--- config.mk ---
export PLATFORM = sky130hd
export DESIGN_NAME = tlb_refill_ctrl
export DESIGN_NICKNAME = d
export VERILOG_FILES = /design/src/rtl/tlb_refill_ctrl.sv
export SDC_FILE = /design/constraint.sdc
export NUM_CORES = 1
export LEC_CHECK = 0
export CAP_MARGIN = 25
export CORE_MARGIN = 2
export CORE_UTILIZATION = 41
export DETAILED_ROUTE_END_ITERATION = 7
export PLACE_DENSITY = 0.81
export SLEW_MARGIN = 5
export SYNTH_ARGS = -nofsm -noshare
export SYNTH_HDL_FRONTEND = slang
export SYNTH_SLANG_ARGS = --single-unit
--- constraint.sdc ---
create_clock -name clk -period 3.7 [get_ports clk]
set_input_delay 1.11 -clock clk [delete_from_list [all_inputs] [get_ports clk]]
set_output_delay 1.11 -clock clk [all_outputs]
set_load 0.005 [all_outputs]
--- src/rtl/tlb_refill_ctrl.sv ---
// Shared I/D TLB refill controller: round-robin miss arbitration,
// single-level page-table walk, TLB write-back and done/fault reporting.
module tlb_refill_ctrl #(
    parameter int ARCH_BITS    = 32,
    parameter int PAGE_BITS    = 12,
    parameter int FILL_TIMEOUT = 15
) (
    input  logic                 clk,
    input  logic                 rst,
    input  logic [ARCH_BITS-1:0] ptbr,
    input  logic                 iMissReq,
    input  logic [ARCH_BITS-1:0] iMissVAddr,
    input  logic                 dMissReq,
    input  logic [ARCH_BITS-1:0] dMissVAddr,
    output logic                 iDone,
    output logic                 dDone,
    output logic                 iFault,
    output logic                 dFault,
    output logic                 memReq,
    output logic [ARCH_BITS-1:0] memAddr,
    input  logic                 memAck,
    input  logic [ARCH_BITS-1:0] memData,
    output logic                 iTlbWriteReq,
    output logic                 dTlbWriteReq,
    output logic [ARCH_BITS-1:0] tlbVAddr,
    output logic [ARCH_BITS-1:0] tlbPAddr,
    input  logic                 iTlbAck,
    input  logic                 dTlbAck,
    output logic                 busy
);

    localparam int CW = $clog2(FILL_TIMEOUT + 1);
    localparam logic [ARCH_BITS-1:0] PAGE_MASK = {{(ARCH_BITS-PAGE_BITS){1'b1}}, {PAGE_BITS{1'b0}}};
    localparam logic SEL_I = 1'b0;
    localparam logic SEL_D = 1'b1;

    typedef enum logic [2:0] {
        IDLE,
        WALK,
        FILL,
        RESP,
        FAULT
    } state_t;

    state_t               state, state_nxt;
    logic                 sel, sel_nxt;
    logic                 last_grant, last_grant_nxt;
    logic [ARCH_BITS-1:0] vaddr, vaddr_nxt;
    logic [ARCH_BITS-1:0] addr, addr_nxt;
    logic [ARCH_BITS-1:0] pte, pte_nxt;
    logic [CW-1:0]        cnt, cnt_nxt;

    logic                 grant_d;
    logic [ARCH_BITS-1:0] req_va;
    logic [ARCH_BITS-1:0] pte_off;
    logic                 tlb_ack;

    // D wins only when I is absent or I was the last one served
    assign grant_d = dMissReq && (!iMissReq || last_grant == SEL_I);
    assign req_va  = grant_d ? dMissVAddr : iMissVAddr;
    assign pte_off = {{(PAGE_BITS-2){1'b0}}, req_va[ARCH_BITS-1:PAGE_BITS], 2'b00};
    assign tlb_ack = (sel == SEL_D) ? dTlbAck : iTlbAck;

    always_ff @(posedge clk or posedge rst) begin
        if (rst) begin
            state      <= IDLE;
            sel        <= SEL_I;
            last_grant <= SEL_D;
            vaddr      <= '0;
            addr       <= '0;
            pte        <= '0;
            cnt        <= '0;
        end else begin
            state      <= state_nxt;
            sel        <= sel_nxt;
            last_grant <= last_grant_nxt;
            vaddr      <= vaddr_nxt;
            addr       <= addr_nxt;
            pte        <= pte_nxt;
            cnt        <= cnt_nxt;
        end
    end

    always_comb begin
        state_nxt      = state;
        sel_nxt        = sel;
        last_grant_nxt = last_grant;
        vaddr_nxt      = vaddr;
        addr_nxt       = addr;
        pte_nxt        = pte;
        cnt_nxt        = cnt;
        unique case (state)
            IDLE: begin
                if (iMissReq || dMissReq) begin
                    sel_nxt   = grant_d;
                    vaddr_nxt = req_va & PAGE_MASK;
                    addr_nxt  = ptbr + pte_off;
                    state_nxt = WALK;
                end
            end
            WALK: begin
                if (memAck) begin
                    pte_nxt   = memData;
                    state_nxt = memData[0] ? FILL : FAULT;
                end
            end
            FILL: begin
                if (tlb_ack) begin
                    cnt_nxt   = '0;
                    state_nxt = RESP;
                end else if (cnt == CW'(FILL_TIMEOUT - 1)) begin
                    cnt_nxt   = '0;
                    state_nxt = FAULT;
                end else begin
                    cnt_nxt = cnt + 1'b1;
                end
            end
            RESP, FAULT: begin
                last_grant_nxt = sel;
                state_nxt      = IDLE;
            end
            default: state_nxt = IDLE;
        endcase
    end

    assign busy         = (state != IDLE);
    assign memReq       = (state == WALK);
    assign memAddr      = addr;
    assign iTlbWriteReq = (state == FILL) && (sel == SEL_I);
    assign dTlbWriteReq = (state == FILL) && (sel == SEL_D);
    assign tlbVAddr     = vaddr;
    assign tlbPAddr     = pte & PAGE_MASK;
    assign iDone        = (state == RESP) && (sel == SEL_I);
    assign dDone        = (state == RESP) && (sel == SEL_D);
    assign iFault       = (state == FAULT) && (sel == SEL_I);
    assign dFault       = (state == FAULT) && (sel == SEL_D);

endmodule

==> flow_metrics.env <==
export IMPL_outcome="complete, no violations"
export IMPL_cp_max_fo=5
export IMPL_dr_max_layer_used="met4"
export IMPL_drt_initial_drc_count=303
export IMPL_cts_buffers=9
export IMPL_cpMostUsedCell="o21ai_1"
export IMPL_max_slew_margin_pct=39.8
export IMPL_crit_path_start_kind="input port"
export IMPL_clock_path_buffers=2
export IMPL_p_comb_share_pct=50.7
export IMPL_period_share_pct=96.5
export IMPL_critPathMaxStageDelay_ps=360
export IMPL_h_tree_depth=3
export IMPL_finalPower_mw=5.27
export IMPL_clock_sinks=81
export IMPL_post_drt_wl_per_cell_um=16.1
export IMPL_synth_distinct_cells=61
export IMPL_yosys_area_share_simple_pct=17.4
export IMPL_netlist_area_um2=4820
export IMPL_overflow=0
export IMPL_die_x_um=112
export IMPL_layout_common_cells="clkdlybuf4s50_1 (177), nand2_1 (127), dfrtp_1 (80)"
export IMPL_ir_worst_vdd_mv=0.388
export IMPL_ys_seq_elements=81
export IMPL_root_buffer="clkbuf_16"
export IMPL_dr_wl_met2_um=7400
export IMPL_fp_coreArea_um2=11400
export IMPL_synth_cells=520
export IMPL_yosys_area_top_type="dfrtp_1"
export IMPL_setup_viol=0
export IMPL_hold_ws_ps=480
export IMPL_power_density_nw_per_um2=669
export IMPL_required_ps=3870
export IMPL_start_util_pct=42.2
export IMPL_avgSynthCellArea_um2=9.26
export IMPL_first_pass_iters=5
export IMPL_reg2regPathDepth=13
export IMPL_die_h_um=112
export IMPL_worst_slack_ps=130
export IMPL_ioPinCount=239
export IMPL_end_kind="flip-flop"
export IMPL_regArea_um2=2030
export IMPL_drt_wl_total_um=14800
export IMPL_port_buffers=179
export IMPL_min_path_type="flip-flop to flip-flop"
export IMPL_ys_flop_type="dfrtp_1"
export IMPL_pwr_share_clk_pct=18.6
export IMPL_cpMaxStageDelayCell="mux2_2"
export IMPL_whs_path_depth=2
export IMPL_gp_congestion=0.854
export IMPL_pre_cts_ws_ps=-706
export IMPL_yosysWarnings=0
export IMPL_layout_cells_most_common="clkdlybuf4s50_1"
export IMPL_rows=39
export IMPL_clock_latency_ps=340
export IMPL_slew_viol_final=0
export IMPL_synth_top_area_share_pct=41.6
export IMPL_area_delta_synth_final_pct=63.8
export IMPL_drv_cap=0
export IMPL_multiInputGateArea_um2=2860
export IMPL_seqPwrFrac_pct=30.7
export IMPL_worst_path_buf_inv=3
export IMPL_dpl_hpwl_um=10800
export IMPL_p_switching_mw=1.83
export IMPL_synth_xor_area_share_pct=4.73
export IMPL_vias_per_cell=5.13
export IMPL_synthTopCellsByArea="dfrtp_1 (42%), nand2_1 (9.9%), mux2_2 (9.4%)"
export IMPL_grt_antenna_before_repair=0
export IMPL_track_usage_pct=22.9
export IMPL_wl_met3_um=1010
export IMPL_finalNetCount=927
export IMPL_yosysSeqAreaShare_pct=42.1
export IMPL_drc=0
export IMPL_design_die_area_um2=12600
export IMPL_cp_depth=13
export IMPL_finClkSkew_ps=6.12
export IMPL_crit_type="input port to flip-flop"
export IMPL_synth_edf_count=0
export IMPL_drive_above_1_share_pct=23.4
export IMPL_num_vias=4708
export IMPL_nFillCells=878
export IMPL_path_clk_slew_ps=60
export IMPL_ant_nets=0
export IMPL_period_minus_slack_ps=3570
export IMPL_p_int_mw=3.45
export IMPL_cts_tree="built"
export IMPL_synth_top_family_by_area="simple AND/OR/NAND/NOR gates"
export IMPL_wl_met1_um=6110
export IMPL_grt_max_degree=52
export IMPL_critPathArrivalTime_ps=3740
export IMPL_path_cells="buf_2, a21boi_4, buf_12, buf_8, mux2_2, ha_1, a21oi_1, o21ai_1, o21ai_1, a211oi_2, a41oi_2, xor2_1, o21ai_0"
export IMPL_p_leak_nw=3.48
export IMPL_tightest_slew_ps=904
export IMPL_postSynth_asyncResetShare_pct=100
export IMPL_grt_pass1_wl_um=23200
export IMPL_synth_compound_gate_area_share_pct=13.7
export IMPL_critical_path_top_delay_family="compound AO/OA/AOI/OAI gates"
export IMPL_grt_pass1_vias=4657
export IMPL_hold_buffers=0
export IMPL_fmax_ghz=0.280
export IMPL_hold_viol_final=0
export IMPL_synth_mux_area_share_pct=9.56
export IMPL_synthAdderAreaFrac_pct=6.13
export IMPL_n_antenna_cell=0
export IMPL_switching_share_pct=34.6
export IMPL_rsz0062_at_grt="false"
==> power groups by stage <==
stage / combinational [mW] / clock [mW] / sequential [mW]
6_report: 2.68 / 0.983 / 1.62
5_1_grt: 2.91 / 1.04 / 1.68
4_1_cts: 2.64 / 0.998 / 1.62
3_5_place_dp: 2.53 / 0 / 1.63
3_3_place_gp: 2.45 / 0 / 1.61
2_1_floorplan: 1.15 / 0 / 1.60
==> layer usage <==
metal  vias up  track usage, %
li1       2258               -
met1      2226            29.0
met2       195            39.4
met3        29            5.56
met4         0            5.77
met5         -               0
==> stage by stage <==
step	TNS [ps]	util (%)	std cells	instance area [µm²]
floorplan	0	-	543	4940
detailed placement	-13500	62.6	884	7140
CTS	-2.79	67.8	909	7740
finish	0	69.1	917	7890
global placement	-12870	62.6	884	7140
global route	0	69.1	917	7890
==> cell usage after synthesis (2+ instances only) <==
cell type and count:
xnor2_1 10, nor3_1 5, and4_1 2, o21ai_1 9, inv_1 8, mux2_2 40, clkbuf_1 14, o211ai_2 3
nand4_1 3, buf_2 4, a22oi_1 2, and2_1 3, nand2_1 127, a31oi_1 3, xor2_1 16, a211oi_1 3
or4_1 2, a21o_2 2, buf_4 25, ha_1 22, and3_1 5, nor2_1 23, o2111ai_1 2, nand3_1 12
o21ai_0 38, nor2b_1 2, dfrtp_1 80, a21oi_1 19, nand2b_1 2, a31o_2 3
==> worst register-to-register path: cells and delay by family, from the launching register on <==
family	cells	cell delay [ps]
flip-flops	1	580
adder cells (fa/ha/maj)	1	290
AO/OA/AOI/OAI	6	780
XOR/XNOR	1	170
multiplexers	1	320
AND/OR/NAND/NOR	1	420
buffers and inverters	3	410
==> state kept, by name, summed over array words and instances (netlist names) <==
name,cells
tlbVAddr,20
pte,20
state,3
memAddr,32
sel,1
cnt,4
last_grant,1
==> worst paths after layout <==
kind	from	end	slack (ps)
setup / recovery	iMissReq	memAddr[25]$_DFFE_PP0P_	130
hold / removal	tlbVAddr[20]$_DFFE_PP0P_	tlbVAddr[20]$_DFFE_PP0P_	480
setup reg to reg	last_grant$_DFFE_PP1P_	memAddr[24]$_DFFE_PP0P_	580
hold reg to reg	tlbVAddr[20]$_DFFE_PP0P_	tlbVAddr[20]$_DFFE_PP0P_	480
max in group asynchronous	rst	last_grant$_DFFE_PP1P_	1840
min in group asynchronous	rst	pte[17]$_DFFE_PP0P_	1130
==> cell type report <==
cell class / count / area share [%]
multi-input cells: 409 / 36.3
repair buffers: 260 / 31.2
flip-flops and latches: 81 / 25.7
clock buffers: 9 / 2.86
well taps: 143 / 2.27
clock inverters: 7 / 1.29
inverters: 8 / 0.397
==> what timing repair did <==
item,CTS,global route
setup buffers,8,8
endpoints found under the setup margin,21,18
resized for setup,32,22
pin swaps,11,16
cloned,1,0
==> kinds of logic (layout without fill, tap and decap cells) <==
| family | count (synthesis) | after routing |
|---|---|---|
| compound gates | 102 | 102 |
| xor+xnor | 26 | 26 |
| fa+ha+maj | 23 | 23 |
| buf+inv | 53 | 284 |
| flops | 81 | 81 |
| mux | 41 | 41 |
| other cells | 1 | 24 |
| simple gates | 193 | 193 |
No activity file was read; power rests on OpenSTA's default activity.
